[config.mk]
export PLATFORM = sky130hd
export DESIGN_NAME = bus_initiator_flat
export DESIGN_NICKNAME = d
export VERILOG_FILES = /design/src/rtl/bus_initiator_pkg.sv /design/src/rtl/bus_initiator_if.sv /design/src/rtl/bus_timeout_counter.sv /design/src/rtl/bus_initiator.sv /design/src/flat_wrapper.sv
export SDC_FILE = /design/constraint.sdc
export NUM_CORES = 1
export LEC_CHECK = 0
export ABC_AREA = 1
export CAP_MARGIN = 25
export CORE_MARGIN = 1.5
export CORE_UTILIZATION = 45
export DETAILED_ROUTE_END_ITERATION = 8
export PLACE_DENSITY = 0.87
export REMOVE_ABC_BUFFERS = 1
export SLEW_MARGIN = 20
export SYNTH_ARGS = -nofsm -noshare
export SYNTH_HDL_FRONTEND = slang
export SYNTH_SLANG_ARGS = --single-unit
[constraint.sdc]
create_clock -name clk -period 2.8 [get_ports clk]
set_input_delay 0.28 -clock clk [delete_from_list [all_inputs] [get_ports clk]]
set_output_delay 0.28 -clock clk [all_outputs]
set_load 0.03 [all_outputs]
[src/rtl/bus_initiator_pkg.sv]
// bus_initiator_pkg: shared types and constants for the single-outstanding bus initiator.
//   bus_init_state_t         - initiator FSM state encoding
//   BUS_INIT_DEFAULT_TIMEOUT - default cycle bound for the grant and rvalid waits
//   BUS_INIT_ERR_RDATA       - read data returned with writes and error responses
package bus_initiator_pkg;

    typedef enum logic [1:0] {
        StIdle,
        StReq,
        StWaitRsp,
        StResp
    } bus_init_state_t;

    localparam int unsigned BUS_INIT_DEFAULT_TIMEOUT = 16;
    localparam logic [31:0] BUS_INIT_ERR_RDATA       = 32'h0;

endpackage

[src/rtl/bus_initiator_if.sv]
// bus_initiator_if: host command/response port plus req/gnt/rvalid peripheral bus.
//   command : cmd_valid, cmd_ready, cmd_we, cmd_addr, cmd_wdata, cmd_be
//   response: rsp_valid, rsp_ready, rsp_rdata, rsp_err
//   bus     : req, addr, wdata, we, be, gnt, rvalid, rdata
// modport master is the initiator's view; modport slave is the host/peripheral side.
interface bus_initiator_if;

    logic        cmd_valid;
    logic        cmd_ready;
    logic        cmd_we;
    logic [31:0] cmd_addr;
    logic [31:0] cmd_wdata;
    logic [3:0]  cmd_be;

    logic        rsp_valid;
    logic        rsp_ready;
    logic [31:0] rsp_rdata;
    logic        rsp_err;

    logic        req;
    logic [31:0] addr;
    logic [31:0] wdata;
    logic        we;
    logic [3:0]  be;
    logic        gnt;
    logic        rvalid;
    logic [31:0] rdata;

    modport master (
        input  cmd_valid, cmd_we, cmd_addr, cmd_wdata, cmd_be, rsp_ready, gnt, rvalid, rdata,
        output cmd_ready, rsp_valid, rsp_rdata, rsp_err, req, addr, wdata, we, be
    );

    modport slave (
        output cmd_valid, cmd_we, cmd_addr, cmd_wdata, cmd_be, rsp_ready, gnt, rvalid, rdata,
        input  cmd_ready, rsp_valid, rsp_rdata, rsp_err, req, addr, wdata, we, be
    );

endinterface

[src/rtl/bus_timeout_counter.sv]
// bus_timeout_counter: saturating wait-cycle counter shared by the grant and rvalid waits.
//   clk, rst_n - clock, asynchronous active-low reset
//   clear      - restart the count at zero (has priority over enable)
//   enable     - count one more elapsed wait cycle
//   expired    - the current wait cycle is the TIMEOUT_CYCLES-th one
module bus_timeout_counter
    import bus_initiator_pkg::*;
#(
    parameter int unsigned TIMEOUT_CYCLES = BUS_INIT_DEFAULT_TIMEOUT
) (
    input  logic clk,
    input  logic rst_n,
    input  logic clear,
    input  logic enable,
    output logic expired
);

    localparam int unsigned CW      = $clog2(TIMEOUT_CYCLES + 1);
    localparam logic [CW-1:0] LAST  = CW'(TIMEOUT_CYCLES - 1);
    localparam logic [CW-1:0] MAX   = CW'(TIMEOUT_CYCLES);

    logic [CW-1:0] count_q, count_d;

    always_comb begin
        count_d = count_q;
        if (clear) begin
            count_d = '0;
        end else if (enable && (count_q != MAX)) begin
            count_d = count_q + CW'(1);
        end
    end

    // count_q holds the cycles already elapsed, so the final allowed cycle sees LAST.
    assign expired = (count_q >= LAST);

    always_ff @(posedge clk or negedge rst_n) begin
        if (!rst_n) begin
            count_q <= '0;
        end else begin
            count_q <= count_d;
        end
    end

endmodule

[src/rtl/bus_initiator.sv]
// bus_initiator: single-outstanding req/gnt/rvalid bus master with bounded waits.
//   clk, rst_n - clock, asynchronous active-low reset
//   bus        - bus_initiator_if.master: host command/response port and peripheral bus
// A command is latched in IDLE, requested until granted, then the response is awaited.
// Either wait exceeding TIMEOUT_CYCLES produces an error response with zero read data.
module bus_initiator
    import bus_initiator_pkg::*;
#(
    parameter int unsigned TIMEOUT_CYCLES = BUS_INIT_DEFAULT_TIMEOUT
) (
    input logic             clk,
    input logic             rst_n,
    bus_initiator_if.master bus
);

    bus_init_state_t state_q, state_d;

    logic        we_q;
    logic [31:0] addr_q;
    logic [31:0] wdata_q;
    logic [3:0]  be_q;
    logic [31:0] rdata_q, rdata_d;
    logic        err_q, err_d;

    logic cmd_fire;
    logic cnt_clear;
    logic cnt_en;
    logic expired;

    always_comb begin
        state_d   = state_q;
        rdata_d   = rdata_q;
        err_d     = err_q;
        cmd_fire  = 1'b0;
        cnt_clear = 1'b0;
        cnt_en    = 1'b0;
        case (state_q)
            StIdle: begin
                cnt_clear = 1'b1;
                if (bus.cmd_valid) begin
                    cmd_fire = 1'b1;
                    state_d  = StReq;
                end
            end
            StReq: begin
                // A grant in the final allowed cycle still wins over the timeout.
                if (bus.gnt) begin
                    cnt_clear = 1'b1;
                    state_d   = StWaitRsp;
                end else begin
                    cnt_en = 1'b1;
                    if (expired) begin
                        rdata_d = BUS_INIT_ERR_RDATA;
                        err_d   = 1'b1;
                        state_d = StResp;
                    end
                end
            end
            StWaitRsp: begin
                if (bus.rvalid) begin
                    rdata_d = we_q ? BUS_INIT_ERR_RDATA : bus.rdata;
                    err_d   = 1'b0;
                    state_d = StResp;
                end else begin
                    cnt_en = 1'b1;
                    if (expired) begin
                        rdata_d = BUS_INIT_ERR_RDATA;
                        err_d   = 1'b1;
                        state_d = StResp;
                    end
                end
            end
            StResp: begin
                if (bus.rsp_ready) begin
                    state_d = StIdle;
                end
            end
            default: state_d = StIdle;
        endcase
    end

    always_ff @(posedge clk or negedge rst_n) begin
        if (!rst_n) begin
            state_q <= StIdle;
            we_q    <= 1'b0;
            addr_q  <= '0;
            wdata_q <= '0;
            be_q    <= '0;
            rdata_q <= '0;
            err_q   <= 1'b0;
        end else begin
            state_q <= state_d;
            rdata_q <= rdata_d;
            err_q   <= err_d;
            if (cmd_fire) begin
                we_q    <= bus.cmd_we;
                addr_q  <= bus.cmd_addr;
                wdata_q <= bus.cmd_wdata;
                be_q    <= bus.cmd_be;
            end
        end
    end

    bus_timeout_counter #(
        .TIMEOUT_CYCLES(TIMEOUT_CYCLES)
    ) u_timeout (
        .clk    (clk),
        .rst_n  (rst_n),
        .clear  (cnt_clear),
        .enable (cnt_en),
        .expired(expired)
    );

    assign bus.cmd_ready = (state_q == StIdle);
    assign bus.req       = (state_q == StReq);
    assign bus.rsp_valid = (state_q == StResp);
    assign bus.we        = we_q;
    assign bus.addr      = addr_q;
    assign bus.wdata     = wdata_q;
    assign bus.be        = be_q;
    assign bus.rsp_rdata = rdata_q;
    assign bus.rsp_err   = err_q;

endmodule
[src/flat_wrapper.sv]
// flat-port wrapper written by rule: the top's interface ports become plain ports
module bus_initiator_flat import bus_initiator_pkg::*;
#(
    parameter int unsigned TIMEOUT_CYCLES = BUS_INIT_DEFAULT_TIMEOUT
)
  (clk, rst_n, bus_cmd_valid, bus_cmd_we, bus_cmd_addr, bus_cmd_wdata, bus_cmd_be, bus_rsp_ready, bus_gnt, bus_rvalid, bus_rdata, bus_cmd_ready, bus_rsp_valid, bus_rsp_rdata, bus_rsp_err, bus_req, bus_addr, bus_wdata, bus_we, bus_be);
  bus_initiator_if bus_i ();
  input logic clk;
  input logic rst_n;
  input wire logic [$bits(bus_i.cmd_valid)-1:0] bus_cmd_valid;
  input wire logic [$bits(bus_i.cmd_we)-1:0] bus_cmd_we;
  input wire logic [$bits(bus_i.cmd_addr)-1:0] bus_cmd_addr;
  input wire logic [$bits(bus_i.cmd_wdata)-1:0] bus_cmd_wdata;
  input wire logic [$bits(bus_i.cmd_be)-1:0] bus_cmd_be;
  input wire logic [$bits(bus_i.rsp_ready)-1:0] bus_rsp_ready;
  input wire logic [$bits(bus_i.gnt)-1:0] bus_gnt;
  input wire logic [$bits(bus_i.rvalid)-1:0] bus_rvalid;
  input wire logic [$bits(bus_i.rdata)-1:0] bus_rdata;
  output wire logic [$bits(bus_i.cmd_ready)-1:0] bus_cmd_ready;
  output wire logic [$bits(bus_i.rsp_valid)-1:0] bus_rsp_valid;
  output wire logic [$bits(bus_i.rsp_rdata)-1:0] bus_rsp_rdata;
  output wire logic [$bits(bus_i.rsp_err)-1:0] bus_rsp_err;
  output wire logic [$bits(bus_i.req)-1:0] bus_req;
  output wire logic [$bits(bus_i.addr)-1:0] bus_addr;
  output wire logic [$bits(bus_i.wdata)-1:0] bus_wdata;
  output wire logic [$bits(bus_i.we)-1:0] bus_we;
  output wire logic [$bits(bus_i.be)-1:0] bus_be;
  assign bus_i.cmd_valid = bus_cmd_valid;
  assign bus_i.cmd_we = bus_cmd_we;
  assign bus_i.cmd_addr = bus_cmd_addr;
  assign bus_i.cmd_wdata = bus_cmd_wdata;
  assign bus_i.cmd_be = bus_cmd_be;
  assign bus_i.rsp_ready = bus_rsp_ready;
  assign bus_i.gnt = bus_gnt;
  assign bus_i.rvalid = bus_rvalid;
  assign bus_i.rdata = bus_rdata;
  assign bus_cmd_ready = bus_i.cmd_ready;
  assign bus_rsp_valid = bus_i.rsp_valid;
  assign bus_rsp_rdata = bus_i.rsp_rdata;
  assign bus_rsp_err = bus_i.rsp_err;
  assign bus_req = bus_i.req;
  assign bus_addr = bus_i.addr;
  assign bus_wdata = bus_i.wdata;
  assign bus_we = bus_i.we;
  assign bus_be = bus_i.be;
  bus_initiator #(.TIMEOUT_CYCLES(TIMEOUT_CYCLES)) u_core (.clk(clk), .rst_n(rst_n), .bus(bus_i));
endmodule
Word level (Yosys, flattened, before mapping)
Index checks and enable logic that the tools add are counted.

Register bits: 109. Output and inout bits: 105.

Add/subtract/negate cells: 1. Order comparisons: 1. Equality and inequality tests: 7. Mux-type cells: 24. Reduce and logical (&&, ||, !) cells: 6.

Operators by type and width (number): $mux 32 (4); $pmux 32 s2 (1); $mux 2 (5); $mux 5 (2); $mux 1 (8); $pmux 2 s4 (1); $ne 2x2->1 const B (3); $pmux 1 s2 (3); $add 5x1->5 const B (1); $ge 5x4->1 const B (1); $ne 5x5->1 const B (1); $eq 2x2->1 const B (2); $reduce_and 2->1 (2); $reduce_bool 2->1 (2); $eq 2x1->1 const B (1); $logic_not 2->1 (1); $logic_and 1x1->1 (1).

Longest topological paths before layout
Gate-level depths: netlist of run 1.

Depth in word-level cells: 5. Gate-level depth with buffers: 9.

By module
Synthesis of run 1 repeated with hierarchy kept, for this count alone.

Cells, all modules: 480. Area, all modules: 4948.5 um^2.

Modules (own cells, without submodules): bus_initiator (instances 1, cells each 431, area each 4606.9 um^2); bus_timeout_counter (instances 1, cells each 49, area each 341.6 um^2).

Least setup slack after synthesis of run 1
No wires, ideal clock.

Path type: reg-to-reg. Start point: register u_core.state_q[0]. End point: register u_core.wdata_q[10] (netlist: u_core.bus.wdata[10]). Setup time: 0.125 ns. Arrival time: 1.591 ns. Required time: 2.675 ns. Path slack: 1.084 ns. Stages on the path, launching flop included: 6. Clock period less this slack: 1.716 ns. Cell sequence: dfrtp_1 > inv_1 > ha_1 > nand2_4 > buf_4 > mux2_4.

Longest elaborated chain between the ends: 2.

Ends and longest elaborated chain: start: declaration (line bus_initiator.sv:16) `bus_init_state_t state_q, state_d;`; start signal: assignment (line bus_initiator.sv:84) `state_q <= StIdle;`; start signal: assignment (line bus_initiator.sv:92) `state_q <= state_d;`; $logic_not 2->1; via bus_cmd_ready (line flat_wrapper.sv:19) `output wire logic [$bits(bus_i.cmd_ready)-1:0] bus_cmd_ready;`; $mux 1 (line bus_initiator.sv:37) `case (state_q)`; end signal: assignment (line bus_initiator.sv:98) `wdata_q <= bus.cmd_wdata;`; end: declaration (line bus_initiator.sv:20) `logic [31:0] wdata_q;`.

The timed path passes the listed nets, and every way through them passes these cells. A chain may end at the register's enable or synchronous reset.

Worst setup path in the final report of run 1
Start point: register u_core.state_q[0]. End point: output port bus_cmd_ready.

Longest elaborated chain between the ends: 1.

Ends and longest elaborated chain: $logic_not 2->1 (line bus_initiator.sv:114) `assign bus.cmd_ready = (state_q == StIdle);`; end: declaration (line flat_wrapper.sv:19).

Every way passes these cells.

==> reports/results.md, run 1 <==
| Metric | This run |
| --- | --- |
| Part of the Yosys area used for sequential elements | 0.596 |
| Post-Route Setup TNS | 0 ns |
| Sum of routed wire length over all layers | 12,200 um |
| Arrival time reported for the critical path endpoint | 2.01 ns |
| Required time at the endpoint of the critical path | 2.52 ns |
| RD Place Congestion | 0.786 |
| Total instance count after detailed placement | 699 |
| Filler instances | 761 |
| Leak pwr | 3.14 nW |
| Ratio of final minimum period to clock period | 0.816 |
| Via count normalized by instance count | 4.98 |
| Startpoint-to-endpoint class of the critical path | reg2out |
| Count of hold-fix buffers inserted at cts | 1 |
| Iter 0 DRT Violations | 134 |
| Clock edge transition at the registers on the reported setup and hold paths | 0.10 ns |
| Status | completed |
| Multi-input gate area in the final layout | 1620 sq um |
| Post-layout min period | 2.29 ns |
| Average footprint of a synthesized cell | 12.3 sq um |
| Met2 usage | 0.425 |
| Met1 global-route usage | 0.250 |
| Worst-case clock buffer depth | 2 |
| Library cells used by synthesis | 25 |
| Final Skew | 0.00826 ns |
| Largest driver fanout on the critical path | 5 |
| Routed length per placed instance | 17.1 um |
| Final Hold Vio Count | 0 |
| Clock sink count | 109 |
| DRC violations left | 0 |
| Count of placed standard cells in the final layout, fillers left out | 716 |
| Post-Syn Instances | 373 |
| Number of resized instances in the post-cts repair step | 0 |
| Met3 usage | 0.0789 |
| Unrepaired setup endpoints after global routing | no |
| Skew-Pair Late Insertion Delay | 0.38 ns |
| Max-slew headroom | 0.353 |
| Total via count in the routed design | 3,569 |
| Element type at the critical path end | output port |
| Effective utilization at floorplan | 0.466 |
| Vias in the first global route | 3,846 |
| Number of warnings printed during yosys synthesis | 0 |
| Diodes inserted | 0 |
| Combined global-route utilization of all metal layers | 0.235 |
| Actual slew at the worst max-slew pin | 0.969 ns |
| Die H | 104 um |
| Number of post-CTS setup repair buffers | 0 |
| Proportion of layout cells with a drive suffix above 1 | 0.144 |
| Worst min-delay path category | in2reg |
| Seq. cell area | 2730 sq um |
| Wire length of the first global-routing pass | 19,800 um |
| Number of top-level pins | 212 |
| Floorplan die area | 10,800 sq um |
| Final Setup Violations | 0 |
| Pre-antenna DRT Iters | 4 |
| Antenna-violating nets left | 0 |
| Post-route total power | 7.62 mW |
| Core footprint | 9820 sq um |
| Layout net count | 693 |
| HPWL after DPL | 9150 um |
| Initial antenna violation count | 0 |
| Fmax | 438 MHz |
| Clock Tree Root | sky130_fd_sc_hd__clkbuf_8 |
| Cell Area, Synth | 4580 sq um |
| Quantity of I/O buffers inserted on ports | 211 |
| Width of the die | 104 um |
| Maxcap violations | 0 |
| Number of buffers inserted during clock tree synthesis | 9 |
| Max IR drop VDD | 0.000794 V |
| Number of cell rows | 36 |
| Total global routing overflow | 0 |
| Area growth from synthesis to final layout | 50.7% |
| Pin count of the biggest net entering global routing | 71 |
| Critical path launch point type | flip-flop |
| Clock tree from TritonCTS | built |
| Final Max Tran Viols | 0 |
| Power per cell area | 1100 nW/um^2 |
| Clock H-tree levels | 3 |
| Most heavily used metal layer in global routing | met2 |
| Seq cells post-synth | 109 |
-- metrics by stage --
| step | utilization | worst slack, ns | hold WS, ns | cell area (sq um) |
|---|---|---|---|---|
| 6_report | 0.703 | 0.514 | 0.449 | 6900 |
| 4_1_cts | 0.703 | 0.485 | 0.429 | 6900 |
| 3_3_place_gp | 0.683 | 0.710 | 0.394 | 6710 |
| 2_1_floorplan | - | 0.773 | -0.0156 | 4410 |
| 3_5_place_dp | 0.683 | 0.629 | 0.404 | 6710 |
| 5_1_grt | 0.703 | 0.371 | 0.437 | 6900 |
-- cell families after synthesis --
group / after synthesis / synth area share
compound gates: 6 / 0.0112
xor+xnor: 2 / 0.00383
fa+ha+maj: 8 / 0.0219
buf+inv: 36 / 0.0511
flops: 109 / 0.596
mux: 68 / 0.168
simple gates: 144 / 0.148
-- metal layers --
layer | up-vias | wire, um
met3 | 26 | 792
li1 | 1670 | -
met4 | 0 | 384
met2 | 132 | 6670
met5 | - | 0
met1 | 1741 | 4370
-- report_power, final --
| group | leakage [nW] | total, mW | internal (mW) | switching, mW |
|---|---|---|---|---|
| Combinational | 1.69 | 4.14 | 1.83 | 2.31 |
| Sequential | 1.35 | 2.59 | 2.22 | 0.367 |
| Clock | 0.0928 | 0.898 | 0.354 | 0.544 |
-- worst max-delay path: stages (launching register included) --
cell,delay [ns]
sky130_fd_sc_hd__dfrtp_1,0.43
sky130_fd_sc_hd__inv_1,0.15
sky130_fd_sc_hd__ha_1,0.32
sky130_fd_sc_hd__clkdlybuf4s50_1,0.72
-- flip-flops by register name (all words and copies together) (netlist names) --
| name | cells |
|---|---|
| u_core.bus.addr | 32 |
| u_core.bus.be | 4 |
| u_core.bus.rsp_err | 1 |
| u_core.bus.rsp_rdata | 32 |
| u_core.bus.wdata | 32 |
| u_core.bus.we | 1 |
| u_core.state_q | 2 |
| u_core.u_timeout.count_q | 5 |
-- synth_stat cells (all sizes together) --
cell type / instances / area [sq um]
a21boi: 2 / 26.3
nor2: 8 / 30.0
inv: 16 / 60.1
nand3: 79 / 413
nand2: 56 / 230
and3: 1 / 6.26
clkinv: 1 / 5.00
mux2: 68 / 769
ha: 8 / 100
xor2: 2 / 17.5
o22ai: 1 / 6.26
dfrtp: 109 / 2730
a21oi: 2 / 13.8
o21ai: 1 / 5.00
buf: 19 / 169
-- layout make-up --
class                   count  share of cell area
repair buffers            213               0.310
well taps                 133              0.0241
flip-flops and latches    109               0.395
clock buffers              10              0.0199
inverters                  17             0.00943
clock inverters             6             0.00689
multi-input cells         228               0.234
-- final timing paths --
| kind | startpoint | endpoint | slack [ns] | depth (start not counted) |
|---|---|---|---|---|
| min in group asynchronous | rst_n | u_core.bus.addr[9]$_DFFE_PN0P_ | 0.54 | 2 |
| min reg2reg | u_core.bus.addr[16]$_DFFE_PN0P_ | u_core.bus.addr[16]$_DFFE_PN0P_ | 0.50 | 1 |
| min | bus_rdata[2] | u_core.bus.rsp_rdata[2]$_DFFE_PN0P_ | 0.45 | 3 |
| max in group asynchronous | rst_n | u_core.bus.addr[2]$_DFFE_PN0P_ | 1.52 | 3 |
| max reg2reg | u_core.state_q[1]$_DFFE_PN0P_ | u_core.bus.rsp_rdata[8]$_DFFE_PN0P_ | 0.58 | 7 |
| max | u_core.state_q[0]$_DFFE_PN0P_ | bus_cmd_ready | 0.51 | 3 |
-- layout by cell type, fill, tap and decap left out, types with 2 or more instances in the layout --
| cell type | instances |
|---|---|
| sky130_fd_sc_hd__nand2_1 | 52 |
| sky130_fd_sc_hd__ha_1 | 8 |
| sky130_fd_sc_hd__xor2_1 | 2 |
| sky130_fd_sc_hd__clkinv_2 | 2 |
| sky130_fd_sc_hd__nand2_2 | 2 |
| sky130_fd_sc_hd__nand3_1 | 77 |
| sky130_fd_sc_hd__inv_1 | 16 |
| sky130_fd_sc_hd__clkdlybuf4s50_1 | 210 |
| sky130_fd_sc_hd__clkbuf_8 | 10 |
| sky130_fd_sc_hd__clkinv_4 | 3 |
| sky130_fd_sc_hd__nor2_1 | 8 |
| sky130_fd_sc_hd__mux2_2 | 56 |
| sky130_fd_sc_hd__mux2_1 | 11 |
| sky130_fd_sc_hd__dfrtp_1 | 109 |
| sky130_fd_sc_hd__nand2_4 | 2 |
No activity file was read; power rests on OpenSTA's default activity.
==> run 2: changes to the inputs <==
Settings changed: CORE_UTILIZATION 45 to 37, PLACE_DENSITY 0.87 to 0.77.
Clock period 2.8 ns to 2.1 ns, I/O delays scaled along.
==> run 2 against run 1 <==
Effect of this change: clock-buffer cell count is 1 higher; utilization is 11 points lower; clock skew is 0.0041 ns lower; highest routed layer unchanged; non-clock buffer count is 7 higher; global-route usage is 5.5 points lower.
==> reports/results.md, run 2 (synthesis gave the netlist of run 1 again) <==
| Metric | This run |
| --- | --- |
| Critical path launch point type | flip-flop |
| Die H | 114 um |
| Actual slew at the worst max-slew pin | 0.531 ns |
| Pre-antenna DRT Iters | 4 |
| Commonest non-fill, non-tap cells in the layout | sky130_fd_sc_hd__clkdlybuf4s50_1, sky130_fd_sc_hd__dfrtp_1, sky130_fd_sc_hd__nand3_1, sky130_fd_sc_hd__mux2_2, sky130_fd_sc_hd__nand2_1 |
| Worst min-delay path category | in2async |
| Max IR drop VDD | 0.000730 V |
| Sum of routed wire length over all layers | 11,600 um |
| Power per cell area | 1490 nW/um^2 |
| Number of buffers inserted during clock tree synthesis | 9 |
| Antenna-violating nets left | 0 |
| Proportion of layout cells with a drive suffix above 1 | 0.154 |
| Multi-input gate area in the final layout | 1620 sq um |
| Combined global-route utilization of all metal layers | 0.181 |
| Total global routing overflow | 0 |
| Clock edge transition at the registers on the reported setup and hold paths | 0.07 ns |
| Initial antenna violation count | 0 |
| Delay of the slowest cell on the worst path | 0.68 ns |
| Clock sink count | 109 |
| Skew-Pair Late Insertion Delay | 0.34 ns |
| Final Hold Vio Count | 0 |
| Critical path's slowest cell | sky130_fd_sc_hd__clkdlybuf4s50_1 |
| Area growth from synthesis to final layout | 56.1% |
| Worst-case clock buffer depth | 2 |
| Startpoint of the worst setup timing path | u_core.state_q[1]$_DFFE_PN0P_ |
| Leak pwr | 3.24 nW |
| Vias in the first global route | 3,629 |
| Via count normalized by instance count | 4.74 |
| Commonest non-fill, non-tap cell in the layout | sky130_fd_sc_hd__clkdlybuf4s50_1 |
| Reg2Reg Launch Point | u_core.u_timeout.count_q[0]$_DFFE_PN0P_ |
| Cell breakdown of the critical path | ha_1 -> clkdlybuf4s50_1 |
| Final Max Tran Viols | 0 |
| Seq. cell area | 2730 sq um |
| Core footprint | 12,100 sq um |
| Worst path top cell family by delay | buffers and inverters |
| Total via count in the routed design | 3,592 |
| Arrival time reported for the critical path endpoint | 1.68 ns |
| RD Place Congestion | 0.727 |
| Clock Tree Root | sky130_fd_sc_hd__clkbuf_16 |
| Status | completed |
| Post-Route Setup TNS | 0 ns |
| Count of buffering cells on the critical path with inverters included | 1 |
| Diodes inserted | 0 |
| Floorplan die area | 13,100 sq um |
| Largest driver fanout on the critical path | 6 |
| Layout net count | 700 |
| Iter 0 DRT Violations | 151 |
| Effective utilization at floorplan | 0.380 |
| Routed length per placed instance | 15.4 um |
| Max-slew headroom | 0.646 |
| Number of cell rows | 40 |
| PnR worst setup slack | 0.208 ns |
| Wire length of the first global-routing pass | 18,200 um |
| Required time at the endpoint of the critical path | 1.89 ns |
| Final core occ | 0.593 |
| Filler instances | 1,005 |
| Final Setup Violations | 0 |
| Unrepaired setup endpoints after global routing | no |
| Fmax | 529 MHz |
| Number of post-CTS setup repair buffers | 0 |
| Worst Setup Slack post-DPL | 0.267 ns |
| Clock tree from TritonCTS | built |
| DRC violations left | 0 |
| Maxcap violations | 0 |
| Clock H-tree levels | 3 |
| HPWL after DPL | 8660 um |
| Pin count of the biggest net entering global routing | 58 |
| Min Hold Slack | 0.411 ns |
| Post-layout min period | 1.89 ns |
| Quantity of I/O buffers inserted on ports | 211 |
| Final Skew | 0.00419 ns |
| Ratio of final minimum period to clock period | 0.901 |
| Startpoint-to-endpoint class of the critical path | reg2out |
| Width of the die | 114 um |
| Number of top-level pins | 212 |
| Element type at the critical path end | output port |
-- run 2: changes by cell type in the layout (fill, tap and decap cells not counted) --
cell	before	now
sky130_fd_sc_hd__buf_12	1	3
sky130_fd_sc_hd__buf_4	1	6
sky130_fd_sc_hd__bufinv_16	0	1
sky130_fd_sc_hd__clkbuf_16	0	9
sky130_fd_sc_hd__clkbuf_8	10	2
sky130_fd_sc_hd__clkdlybuf4s50_1	210	208
sky130_fd_sc_hd__clkinv_4	3	1
sky130_fd_sc_hd__clkinvlp_4	1	2
sky130_fd_sc_hd__dlygate4sd2_1	0	2
sky130_fd_sc_hd__inv_6	1	0
-- run 2: area by class of cell --
type / instances / area share
Multi-Input combinational cell: 228 / 0.226
Clock buffer: 11 / 0.0354
Sequential cell: 109 / 0.382
Clock inverter: 5 / 0.00823
Tap cell: 168 / 0.0294
Timing Repair Buffer: 220 / 0.310
Inverter: 17 / 0.00910
-- run 2: layer usage --
layer  track usage  vias to the layer above  wire length [um]
met5             0                        -                 0
met4        0.0750                        0               258
met3        0.0535                       18               739
met2         0.314                      134              6140
met1         0.209                     1758              4510
li1              -                     1682                 -
-- run 2: through the flow --
step	total power [mW]	instance area, sq um	cells
2_1_floorplan	6.54	4410	354
3_3_place_gp	8.90	6830	741
3_5_place_dp	9.05	6830	741
4_1_cts	10.8	7150	758
5_1_grt	11.2	7150	758
6_report	10.7	7150	758
-- run 2: final timing paths --
kind | end | slack, ns | depth (start not counted)
setup / recovery | bus_rsp_valid | 0.21 | 2
hold / removal | u_core.bus.rsp_rdata[24]$_DFFE_PN0P_ | 0.41 | 2
setup reg to reg | u_core.bus.rsp_rdata[29]$_DFFE_PN0P_ | 0.24 | 8
hold reg to reg | u_core.bus.addr[14]$_DFFE_PN0P_ | 0.49 | 1
max in group asynchronous | u_core.bus.addr[12]$_DFFE_PN0P_ | 1.01 | 3
min in group clk | u_core.bus.rsp_rdata[16]$_DFFE_PN0P_ | 0.42 | 3
-- run 2: report_power, final --
group          switching, mW  internal (mW)  total [mW]
clock                  0.749          0.990        1.74
sequential             0.451           2.96        3.41
combinational           3.05           2.48        5.53
-- run 2: what timing repair did --
item	CTS	global route
gates resized for setup	2	0
hold buffers	1	0
setup endpoints to repair	2	0
endpoints found under the hold margin	38	0
==> RTL change 1, RTL diff (config.mk and constraints of run 2) <==
Change the package constant `BUS_INIT_DEFAULT_TIMEOUT` from 16 to 8.
--- a/src/rtl/bus_initiator_pkg.sv
+++ b/src/rtl/bus_initiator_pkg.sv
@@ -13,3 +13,3 @@
 
-    localparam int unsigned BUS_INIT_DEFAULT_TIMEOUT = 16;
+    localparam int unsigned BUS_INIT_DEFAULT_TIMEOUT = 8;
     localparam logic [31:0] BUS_INIT_ERR_RDATA       = 32'h0;
Formal check against the unedited RTL: not equivalent (Yosys sat finds a counterexample within 10 cycles, from zero or initial values and one cycle with rst_n low).
==> RTL change 1 against run 2 <==
- sequential cell count shrank 1
- core utilization shrank 0.62 points
- power grew 11%
- worst setup slack lost 0.027 ns
- routed wire length grew 2.5%
- clock skew is essentially flat
- synthesized area grew 2.9%
- final area grew 2.7%
==> RTL change 1: results (changes against run 2) <==
run status=completed; worst IR drop on VDD=0.936 mV (+28%); max incr delay on CP=0.70 ns (+0.02 ns); met1 usage=22.2% (+1.3 points); YS warnings=0 (unchanged); Synth top cells by count=nand2_1, dfrtp_1, mux2_2; CP max FO=6 (unchanged); post-synthesis adder-cell area fraction=1.86% (-0.33 points); clk_skew=0.00369 ns (-0.000499 ns); metal2 WL=6030 um (-1.8%); routing usage on met3=3.56% (-1.8 points); post-synthesis mux area share=16.6% (-0.15 points); routability cong.=0.823 (+13%); Post-Synth XOR/XNOR Area=0.186% (-0.20 points); Leak=3.30 nW (+1.7%); Max H-tree Level=3 (unchanged); Area Growth Syn to Fin=55.8%; uppermost layer routed=met4; DPL Wire Length=8970 um (+3.5%); initial drt markers=160 (+6.0%); dpl cells=805 (+8.6%); Tot GR Track Use=17.5% (-0.55 points); Avg Vias per Cell=4.63 (-2.3%); share of cells above drive strength 1=15.1% (-0.35 points); first-pass GRT wire length=18300 um (+0.99%); area after detailed placement=6990 um^2 (+2.3%); M1 WL=4890 um (+8.6%); Synth Area in Compound Gates=4.22% (+3.1 points); worst slew pin tran=0.570 ns (+0.0390 ns); post-CTS sizing=1 (-1); vias in the first global route=3753 (+3.4%); Seq/Total Area, Yosys=57.4% (-2.2 points); Synth area leaders=dfrtp_1, mux2_2, nand2_1; largest net degree at the start of global routing=51 (-12%); M2 GR Usage=28.7% (-2.7 points); fraction of registers with async set/reset=100% (unchanged); Post-Layout Cell Count=822 (+8.4%); routed length per placed instance=14.5 um (-5.5%); Total Nets Final=759 (+8.4%); post-synth cell types=19 (-24%); Crit-path slowest cell=clkdlybuf4s50_1; met3 WL=691 um (-6.5%); dpl ws=0.336 ns (+0.0682 ns); Top delay family on crit path=buffers and inverters; crit path DAT=1.71 ns (+0.03 ns); Syn Area/Cell=10.8 um^2 (-12%); clk slew on worst S/H paths=0.07 ns (about the same)
[RTL change 1: report_power, final]
group / switching, mW / internal, mW
clock network: 0.735 / 1.17
logic: 3.55 / 2.87
registers: 0.531 / 3.06
[RTL change 1: path summary, 6_finish.rpt]
kind	cells after the start	slack (ns)	endpoint	start
worst max-delay path	2	0.18	bus_rsp_valid	u_core.state_q[1]
worst min-delay path	2	0.36	u_core.bus.wdata[27]	rst_n
min in group clk	2	0.47	u_core.bus.addr[20]	bus_cmd_addr[20]
worst min register to register	1	0.50	u_core.bus.addr[18]	u_core.bus.addr[18]
worst max register to register	6	0.36	u_core.bus.rsp_rdata[25]	u_core.state_q[0]
max in group asynchronous	3	1.02	u_core.bus.rsp_rdata[18]	rst_n
[RTL change 1: cell type report]
type	instances	area [um^2]
well taps	172	215
inverters	17	63.8
fillers	1092	5180
clock buffers	10	229
flip-flops and latches	108	2700
clock inverters	6	111
repair buffers	221	2250
multi-input cells	288	1770
==> RTL change 2, RTL diff (config.mk and constraints of run 2) <==
Made on the original files. `rdata_q` no longer has a reset.
--- a/src/rtl/bus_initiator.sv
+++ b/src/rtl/bus_initiator.sv
@@ -88,3 +88,2 @@
             be_q    <= '0;
-            rdata_q <= '0;
             err_q   <= 1'b0;
@@ -92,3 +91,2 @@
             state_q <= state_d;
-            rdata_q <= rdata_d;
             err_q   <= err_d;
@@ -101,2 +99,6 @@
         end
+    end
+
+    always_ff @(posedge clk) begin
+        rdata_q <= rdata_d;
     end
Function: differs if rst_n is asserted again (counterexample within 4 cycles, from zero or initial values and one cycle with rst_n low); with rst_n held inactive, the same outputs for 10 cycles.
==> RTL change 2 against run 2 <==
- worst setup slack worse by 0.056 ns
- global-route usage up 0.22 points
- sequential power grew 19%
- final area is 1.8% higher
- count of clock-buffer cells in the layout grew 1
- power rose by 16%
- routed wire length rose by 3.6%
- hold slack lost 0.030 ns
- sequential cell count unchanged
- clock skew grew 0.0057 ns
- combinational power grew 22%
- synthesized area is 2.2% higher
==> RTL change 2: results (changes against run 2) <==
DPL Wire Length=8940 um (+3.2%); met1 usage=21.7% (+0.81 points); first-pass GRT wire length=18900 um (+4.2%); Post-Layout Cell Count=755 (-0.40%); dpl cells=738 (-0.40%); share of cells above drive strength 1=16.4% (+0.93 points); post-synthesis adder-cell area fraction=2.14% (-0.046 points); Synth top cells by count=dfrtp_1, mux2_2, nand2_1; M1 WL=4860 um (+7.7%); Vias=3634 (+1.2%); run status=completed; clk pwr=1.62 mW (-7%); Synth Area in Compound Gates=4.49% (+3.4 points); M2 GR Usage=30.1% (-1.2 points); Seq/Total Area, Yosys=61.7% (+2.2 points); met3 WL=1410 um (+90%); post-synthesis mux area share=16.8% (+0.046 points); pwr/cell area=1700 nW/um^2 (+14%); Total Nets Final=697 (-0.43%); fraction of registers with async set/reset=70.6% (-29 points); routed length per placed instance=16.0 um (+4.0%); initial drt markers=247 (+64%); Slew HR=66.0% (+1.4 points); Leak=3.04 nW (-6.2%); Comb. pwr=6.72 mW (+22%); metal2 WL=5650 um (-7.9%); EDFF count, synth=32 (+32); crit path DAT=1.74 ns (+0.06 ns); largest net degree at the start of global routing=40 (-31%)
## RTL change 2: path summary, 6_finish.rpt
| kind | from | end | slack, ns | depth (start not counted) |
|---|---|---|---|---|
| min reg2reg | u_core.bus.wdata[9] | u_core.bus.wdata[9] | 0.51 | 1 |
| max in group asynchronous | rst_n | u_core.bus.wdata[23] | 1.12 | 3 |
| max reg2reg | u_core.u_timeout.count_q[0] | u_core.bus.rsp_rdata[23] | 0.25 | 7 |
| min in group clk | bus_cmd_we | u_core.bus.we | 0.46 | 3 |
| min | rst_n | u_core.bus.addr[9] | 0.38 | 2 |
| max | u_core.state_q[1] | bus_rsp_valid | 0.15 | 2 |
## RTL change 2: area by class of cell
type                    instances  area [um^2]  area share (%)
inverters                      16         60.1           0.825
clock buffers                  12          256            3.52
multi-input cells             225         1600            21.9
clock inverters                 4         31.3           0.430
flip-flops and latches        109         2890            39.7
repair buffers                221         2230            30.7
well taps                     168          210            2.89
